[src/rtl/seg7_pkg.sv]
`default_nettype none
// ============================================================================
//  Module      : seg7_pkg
//  Description : Shared glyph constants and scan FSM state type for the
//                multiplexed seven-segment driver. Segment order is
//                {a,b,c,d,e,f,g,dp}, active-low, dp in bit 0.
//  Revision    : 1.0 - initial release
// ============================================================================
package seg7_pkg;

    localparam logic [7:0] SEG_0   = 8'h03;
    localparam logic [7:0] SEG_1   = 8'h9F;
    localparam logic [7:0] SEG_2   = 8'h25;
    localparam logic [7:0] SEG_3   = 8'h0D;
    localparam logic [7:0] SEG_4   = 8'h99;
    localparam logic [7:0] SEG_5   = 8'h49;
    localparam logic [7:0] SEG_6   = 8'h41;
    localparam logic [7:0] SEG_7   = 8'h1F;
    localparam logic [7:0] SEG_8   = 8'h01;
    localparam logic [7:0] SEG_9   = 8'h09;
    localparam logic [7:0] SEG_DP  = 8'hFE;
    localparam logic [7:0] SEG_P   = 8'h31;
    localparam logic [7:0] SEG_A   = 8'h11;
    localparam logic [7:0] SEG_B   = 8'hC1;
    localparam logic [7:0] SEG_C   = 8'h63;
    localparam logic [7:0] SEG_D   = 8'h85;
    localparam logic [7:0] SEG_E   = 8'h61;
    localparam logic [7:0] SEG_F   = 8'h71;
    localparam logic [7:0] SEG_OFF = 8'hFF;

    typedef enum logic [1:0] {
        IDLE  = 2'd0,
        BLANK = 2'd1,
        DRIVE = 2'd2
    } scan_state_t;

endpackage : seg7_pkg
`default_nettype wire

[src/rtl/seg_glyph_decode.sv]
`default_nettype none
// ============================================================================
//  Module      : seg_glyph_decode
//  Description : Combinational 4-bit code to active-low cathode pattern.
//                hex_mode selects A-F glyphs for codes 10-15 instead of the
//                legacy dp-only / 'P' / dark glyphs.
//  Revision    : 1.0 - initial release
// ============================================================================
module seg_glyph_decode
    import seg7_pkg::*;
(
    input  logic [3:0] code,
    input  logic       hex_mode,
    output logic [7:0] segments
);

    // Glyph lookup; codes 10-15 depend on the selected glyph set
    always_comb begin
        segments = SEG_OFF;
        case (code)
            4'd0:  segments = SEG_0;
            4'd1:  segments = SEG_1;
            4'd2:  segments = SEG_2;
            4'd3:  segments = SEG_3;
            4'd4:  segments = SEG_4;
            4'd5:  segments = SEG_5;
            4'd6:  segments = SEG_6;
            4'd7:  segments = SEG_7;
            4'd8:  segments = SEG_8;
            4'd9:  segments = SEG_9;
            4'd10: segments = hex_mode ? SEG_A : SEG_DP;
            4'd11: segments = hex_mode ? SEG_B : SEG_P;
            4'd12: segments = hex_mode ? SEG_C : SEG_OFF;
            4'd13: segments = hex_mode ? SEG_D : SEG_OFF;
            4'd14: segments = hex_mode ? SEG_E : SEG_OFF;
            4'd15: segments = hex_mode ? SEG_F : SEG_OFF;
            default: segments = SEG_OFF;
        endcase
    end

endmodule : seg_glyph_decode
`default_nettype wire

[src/rtl/seven_seg_scanner.sv]
`default_nettype none
// ============================================================================
//  Module      : seven_seg_scanner
//  Description : Multiplexed common-anode seven-segment driver. Snapshots the
//                digit word once per frame, scans one digit per slot with a
//                dark anti-ghosting gap at the start of each slot, and applies
//                blanking, leading-zero suppression and decimal points.
//  Revision    : 1.0 - initial release
// ============================================================================
module seven_seg_scanner
    import seg7_pkg::*;
#(
    parameter int NUM_DIGITS   = 4,
    parameter int SCAN_DIV     = 100000,
    parameter int BLANK_CYCLES = 2000,
    parameter int HEX_MODE     = 0
) (
    input  logic                    clk,
    input  logic                    reset,
    input  logic                    enable,
    input  logic [4*NUM_DIGITS-1:0] digits_in,
    input  logic [NUM_DIGITS-1:0]   dp_in,
    input  logic [NUM_DIGITS-1:0]   blank_in,
    input  logic                    lz_suppress,
    output logic [NUM_DIGITS-1:0]   anode,
    output logic [7:0]              cathode,
    output logic                    frame_tick
);

    localparam int CNT_W = (SCAN_DIV > 1) ? $clog2(SCAN_DIV) : 1;
    localparam int IDX_W = (NUM_DIGITS > 1) ? $clog2(NUM_DIGITS) : 1;

    // A zero-length gap is treated as one dark cycle so BLANK is always visited
    localparam int C_BLANK_EFF = (BLANK_CYCLES > 0) ? BLANK_CYCLES : 1;

    localparam logic [CNT_W-1:0] C_CNT_LAST   = CNT_W'(SCAN_DIV - 1);
    localparam logic [CNT_W-1:0] C_BLANK_LAST = CNT_W'(C_BLANK_EFF - 1);
    localparam logic [IDX_W-1:0] C_IDX_LAST   = IDX_W'(NUM_DIGITS - 1);
    localparam logic             C_HEX        = (HEX_MODE != 0);

    scan_state_t               r_state;
    scan_state_t               w_state_nxt;
    logic [CNT_W-1:0]          r_cnt;
    logic [CNT_W-1:0]          w_cnt_nxt;
    logic [IDX_W-1:0]          r_idx;
    logic [IDX_W-1:0]          w_idx_nxt;
    logic                      w_snap;

    logic [4*NUM_DIGITS-1:0]   r_digits;
    logic [NUM_DIGITS-1:0]     r_dp;
    logic [NUM_DIGITS-1:0]     r_blank;
    logic                      r_lz;

    logic [NUM_DIGITS-1:0]     r_anode;
    logic [7:0]                r_cathode;
    logic                      r_tick;

    logic                      w_zero_run;
    logic [NUM_DIGITS-1:0]     w_lz_mask;
    logic [3:0]                w_code;
    logic                      w_sel_dp;
    logic                      w_sel_blank;
    logic                      w_sel_lz;
    logic [NUM_DIGITS-1:0]     w_anode_drive;
    logic [7:0]                w_glyph;
    logic [7:0]                w_cathode_drive;

    // FSM state register
    always_ff @(posedge clk or posedge reset) begin
        if (reset) begin
            r_state <= IDLE;
        end else begin
            r_state <= w_state_nxt;
        end
    end

    // Next-state, slot counter / digit index advance and snapshot request
    always_comb begin
        w_state_nxt = r_state;
        w_cnt_nxt   = r_cnt;
        w_idx_nxt   = r_idx;
        w_snap      = 1'b0;
        if (!enable) begin
            w_state_nxt = IDLE;
            w_cnt_nxt   = '0;
            w_idx_nxt   = '0;
        end else begin
            case (r_state)
                IDLE: begin
                    w_state_nxt = BLANK;
                    w_cnt_nxt   = '0;
                    w_idx_nxt   = '0;
                    w_snap      = 1'b1;
                end
                BLANK: begin
                    w_cnt_nxt = r_cnt + CNT_W'(1);
                    if (r_cnt == C_BLANK_LAST) begin
                        w_state_nxt = DRIVE;
                    end
                end
                DRIVE: begin
                    if (r_cnt == C_CNT_LAST) begin
                        w_state_nxt = BLANK;
                        w_cnt_nxt   = '0;
                        if (r_idx == C_IDX_LAST) begin
                            w_idx_nxt = '0;
                            w_snap    = 1'b1;
                        end else begin
                            w_idx_nxt = r_idx + IDX_W'(1);
                        end
                    end else begin
                        w_cnt_nxt = r_cnt + CNT_W'(1);
                    end
                end
                default: begin
                    w_state_nxt = IDLE;
                    w_cnt_nxt   = '0;
                    w_idx_nxt   = '0;
                end
            endcase
        end
    end

    // Slot counter and digit index
    always_ff @(posedge clk or posedge reset) begin
        if (reset) begin
            r_cnt <= '0;
            r_idx <= '0;
        end else begin
            r_cnt <= w_cnt_nxt;
            r_idx <= w_idx_nxt;
        end
    end

    // Frame snapshot of all display inputs; frozen for the rest of the frame
    always_ff @(posedge clk or posedge reset) begin
        if (reset) begin
            r_digits <= '0;
            r_dp     <= '0;
            r_blank  <= '0;
            r_lz     <= 1'b0;
        end else if (w_snap) begin
            r_digits <= digits_in;
            r_dp     <= dp_in;
            r_blank  <= blank_in;
            r_lz     <= lz_suppress;
        end
    end

    // Leading-zero mask: walk down from the top digit while codes stay zero
    always_comb begin
        w_zero_run = 1'b1;
        w_lz_mask  = '0;
        for (int i = NUM_DIGITS - 1; i >= 0; i--) begin
            w_zero_run   = w_zero_run && (r_digits[4*i +: 4] == 4'd0);
            w_lz_mask[i] = r_lz && w_zero_run && (i != 0);
        end
    end

    // Select the shadow attributes of the digit currently being scanned
    always_comb begin
        w_code        = 4'd0;
        w_sel_dp      = 1'b0;
        w_sel_blank   = 1'b0;
        w_sel_lz      = 1'b0;
        w_anode_drive = '1;
        for (int i = 0; i < NUM_DIGITS; i++) begin
            if (r_idx == IDX_W'(i)) begin
                w_code           = r_digits[4*i +: 4];
                w_sel_dp         = r_dp[i];
                w_sel_blank      = r_blank[i];
                w_sel_lz         = w_lz_mask[i];
                w_anode_drive[i] = 1'b0;
            end
        end
    end

    seg_glyph_decode u_glyph (
        .code     (w_code),
        .hex_mode (C_HEX),
        .segments (w_glyph)
    );

    // Cathode priority: blank beats everything, suppression keeps the dp
    always_comb begin
        w_cathode_drive = w_sel_lz ? SEG_OFF : w_glyph;
        if (w_sel_dp) begin
            w_cathode_drive[0] = 1'b0;
        end
        if (w_sel_blank) begin
            w_cathode_drive = SEG_OFF;
        end
    end

    // Registered pins, aligned with the state being entered
    always_ff @(posedge clk or posedge reset) begin
        if (reset) begin
            r_anode   <= '1;
            r_cathode <= SEG_OFF;
            r_tick    <= 1'b0;
        end else begin
            r_tick <= w_snap;
            if (w_state_nxt == DRIVE) begin
                r_anode   <= w_anode_drive;
                r_cathode <= w_cathode_drive;
            end else begin
                r_anode   <= '1;
                r_cathode <= SEG_OFF;
            end
        end
    end

    assign anode      = r_anode;
    assign cathode    = r_cathode;
    assign frame_tick = r_tick;

endmodule : seven_seg_scanner
`default_nettype wire

[config.mk]
export PLATFORM = sky130hd
export DESIGN_NAME = seven_seg_scanner
export DESIGN_NICKNAME = d
export VERILOG_FILES = /design/src/rtl/seg7_pkg.sv /design/src/rtl/seg_glyph_decode.sv /design/src/rtl/seven_seg_scanner.sv
export SDC_FILE = /design/constraint.sdc
export NUM_CORES = 1
export LEC_CHECK = 0
export BUFFER_PORTS_ARGS = -buffer_cell sky130_fd_sc_hd__buf_2
export CELL_PAD_IN_SITES_DETAIL_PLACEMENT = 1
export CELL_PAD_IN_SITES_GLOBAL_PLACEMENT = 1
export CORE_UTILIZATION = 49
export CTS_CLUSTER_DIAMETER = 200
export DETAILED_ROUTE_END_ITERATION = 7
export PLACE_DENSITY = 0.85
export SYNTH_ARGS = -nofsm -noshare
export SYNTH_HDL_FRONTEND = slang
export SYNTH_SLANG_ARGS = --single-unit
[constraint.sdc]
create_clock -name clk -period 3.4 [get_ports clk]
set_clock_uncertainty 0.2 [all_clocks]
set_input_delay 0.68 -clock clk [delete_from_list [all_inputs] [get_ports clk]]
set_output_delay 0.68 -clock clk [all_outputs]
set_load 0.03 [all_outputs]
==> results.json <==
{
  "fin_area_mm2": 0.00361,
  "clkPwrFrac_pct": 43.6,
  "fin_crit_sh_pct": 77.9,
  "finalHoldViolations": 0,
  "setup_viol": 0,
  "worst_pin_slew_ps": 894,
  "wire_per_inst_um": 20.0,
  "diodes": 0,
  "syn_to_final_growth_pct": 15.7,
  "fin_util_pct": 59.9,
  "internal_power_uw": 1370,
  "dpl.hpwl_um": 5360,
  "grt-ovfl-total": 0,
  "peakVddDrop_mv": 0.293,
  "ant_nets": 0,
  "report.power.total_uw": 1840,
  "place_congestion": 0.819,
  "h-tree-depth": 3,
  "ys.flop_type": "dfrtp_1",
  "antenna_found_initial": 0,
  "die_area_mm2": 0.00669,
  "synth-seq-cells": 59,
  "via_per_inst": 5.83,
  "powerDensity_mw_per_mm2": 510,
  "required_ps": 3440,
  "p_leak_uw": 0.00156,
  "critPathMaxFanout": 17,
  "grt_pass1_vias": 2614,
  "portBuffers": 40,
  "drt_first_iter_violations": 155,
  "fmax_mhz": 377,
  "synth_seq_area_share_pct": 47.8,
  "grt_setup_unrepaired": "no",
  "path_clk_slew_ps": 70,
  "cts_tree": "built",
  "initial_core_util_pct": 51.8,
  "drive_above_1_share_pct": 34.6,
  "swShare_pct": 25.4,
  "p_switching_uw": 467,
  "endpoint_kind": "register",
  "maxSlewViolCount": 0,
  "worst_slack_ps": 750,
  "syn_nets": 311,
  "tns_ps": 0,
  "pre_cts_slack_ps": 808,
  "core_area_mm2": 0.00603,
  "status": "finished clean",
  "grt_first_pass_wirelength_um": 13000,
  "clock_tree.buffer_depth": 2,
  "synth.distinct_cells": 51,
  "yosys_warnings": 0,
  "start_kind": "register",
  "synthArstFlopShare_pct": 100,
  "yosys-top-cells-area": "dfrtp_1 38%, dfstp_2 10%, mux2_4 9.1%",
  "io_pins": 41,
  "drtPass1Iterations": 4,
  "maxCapViolCount": 0,
  "gr-usage-all-layers_pct": 27.1,
  "die_w_um": 81.8,
  "p_seq_share_pct": 43.3,
  "cts_buffers": 9,
  "place_area_mm2": 0.00337,
  "postCtsSetupRepairBufs": 0,
  "postCtsHoldBufs": 0,
  "synth_edf_count": 0,
  "synth_cells": 274,
  "synth_area_leader_cell": "dfrtp_1",
  "fin_nets": 356,
  "clkLatencyLatePin_ps": 350,
  "cts_resized": 0,
  "cts_num_sinks": 59,
  "synth_top_cell_area_share_pct": 37.7,
  "root_buffer": "clkbuf_8",
  "synth_area_mm2": 0.00312,
  "hold_path_class": "reg2reg",
  "fp-row-count": 28,
  "crit_type": "reg2reg",
  "fin_crit_ps": 2650,
  "fp.dieH_um": 81.8,
  "vias": 2328,
  "cp.arrival_ps": 2680,
  "slew_headroom_pct": 40.3,
  "wl_um": 7970,
  "drcViolationCount": 0,
  "grt_max_degree": 44,
  "syn_area_per_cell_um2": 11.4,
  "power_frac_comb_pct": 13.1
}
-- sequential cells by signal (all words and copies together), names as in the netlist --
signal      flops
anode           4
cathode         8
frame_tick      1
r_blank         4
r_cnt          17
r_digits       16
r_dp            4
r_idx           2
r_lz            1
r_state         2
-- synth_stat cells, drive strengths merged (2+ instances only) --
library cell,n
a211o,3
a211oi,9
a21oi,10
and2,4
and2b,2
and3,2
and4,4
and4bb,2
buf,9
dfrtp,47
dfstp,12
ha,9
inv,11
mux2,25
mux2i,3
nand2,19
nand3,9
nand3b,5
nand4,5
nor2,25
nor2b,5
nor3,8
nor3b,3
nor4,5
o2111ai,3
o211ai,3
o21ai,9
xnor2,7
xor2,8
-- metal layers --
metal  vias to the layer above  part of all wire [%]  global-route usage [%]
met1                      1184                    39                    30.1
met4                         0                   3.1                    15.6
met2                        55                    54                    47.2
li1                       1067                     -                       -
met3                        22                   3.8                    6.44
met5                         -                     0                       0
-- layout make-up --
cell class	count	area, um2
clock buffers	11	141
clock inverters	5	100
fillers	660	2420
inverters	11	41.3
multi-input cells	194	1510
flip-flops and latches	59	1490
well taps	75	93.8
repair buffers	44	230
-- stage by stage --
stage | instances | hold WS [ps]
after floorplan | 274 | 223
after global placement | 383 | 235
after detailed placement | 383 | 252
after CTS | 399 | 260
after global routing | 399 | 274
final | 399 | 256
-- final timing paths --
path | cells after the start | from | slack [ps] | end
max | 6 | r_idx[0] | 750 | r_blank[0]
min | 1 | r_cnt[0] | 260 | r_cnt[0]
max reg2reg | 6 | r_idx[0] | 750 | r_blank[0]
min reg2reg | 1 | r_cnt[0] | 260 | r_cnt[0]
max in group asynchronous | 3 | reset | 1970 | r_cnt[5]
min in group asynchronous | 2 | reset | 320 | frame_tick
-- placed cells by master (no fill, tap or decap), drive strengths merged, types with 4 or more instances in the layout --
cell | netlist | layout
ha | 9 | 9
nor4 | 5 | 5
nand4 | 5 | 5
and2 | 4 | 4
clkbuf | 0 | 11
mux2 | 25 | 25
inv | 11 | 11
dfrtp | 47 | 47
xor2 | 8 | 8
nand3 | 9 | 9
and4 | 4 | 4
o21ai | 9 | 9
a21oi | 10 | 10
dfstp | 12 | 12
nor2b | 5 | 5
nor2 | 25 | 25
nor3 | 8 | 8
nand3b | 5 | 5
nand2 | 19 | 19
buf | 9 | 44
xnor2 | 7 | 7
a211oi | 9 | 9
-- power by group through the flow --
stage                     logic (uW)  clock network [uW]  registers [uW]
final                            240                 803             798
after global routing             262                 840             801
after CTS                        240                 803             797
after detailed placement         234                   0             808
after global placement           225                   0             806
after floorplan                  186                   0             790
-- worst max-delay path, cell delays in order (launching register included) --
cell and delay, ps:
dfrtp_1 440, ha_1 430, inv_1 240, nor3_2 90, o21ai_4 370, buf_4 390
mux2_2 380
-- cell families (layout without fill, tap and decap cells) --
| group | after synthesis | after routing | synth area share (%) |
|---|---|---|---|
| compound gates | 43 | 43 | 10.1 |
| xor+xnor | 15 | 15 | 4.21 |
| fa+ha+maj | 9 | 9 | 3.61 |
| buf+inv | 21 | 71 | 3.97 |
| flops | 59 | 59 | 47.8 |
| mux | 28 | 28 | 12.3 |
| simple gates | 99 | 99 | 18.1 |
(Power assumes the default switching activity.)
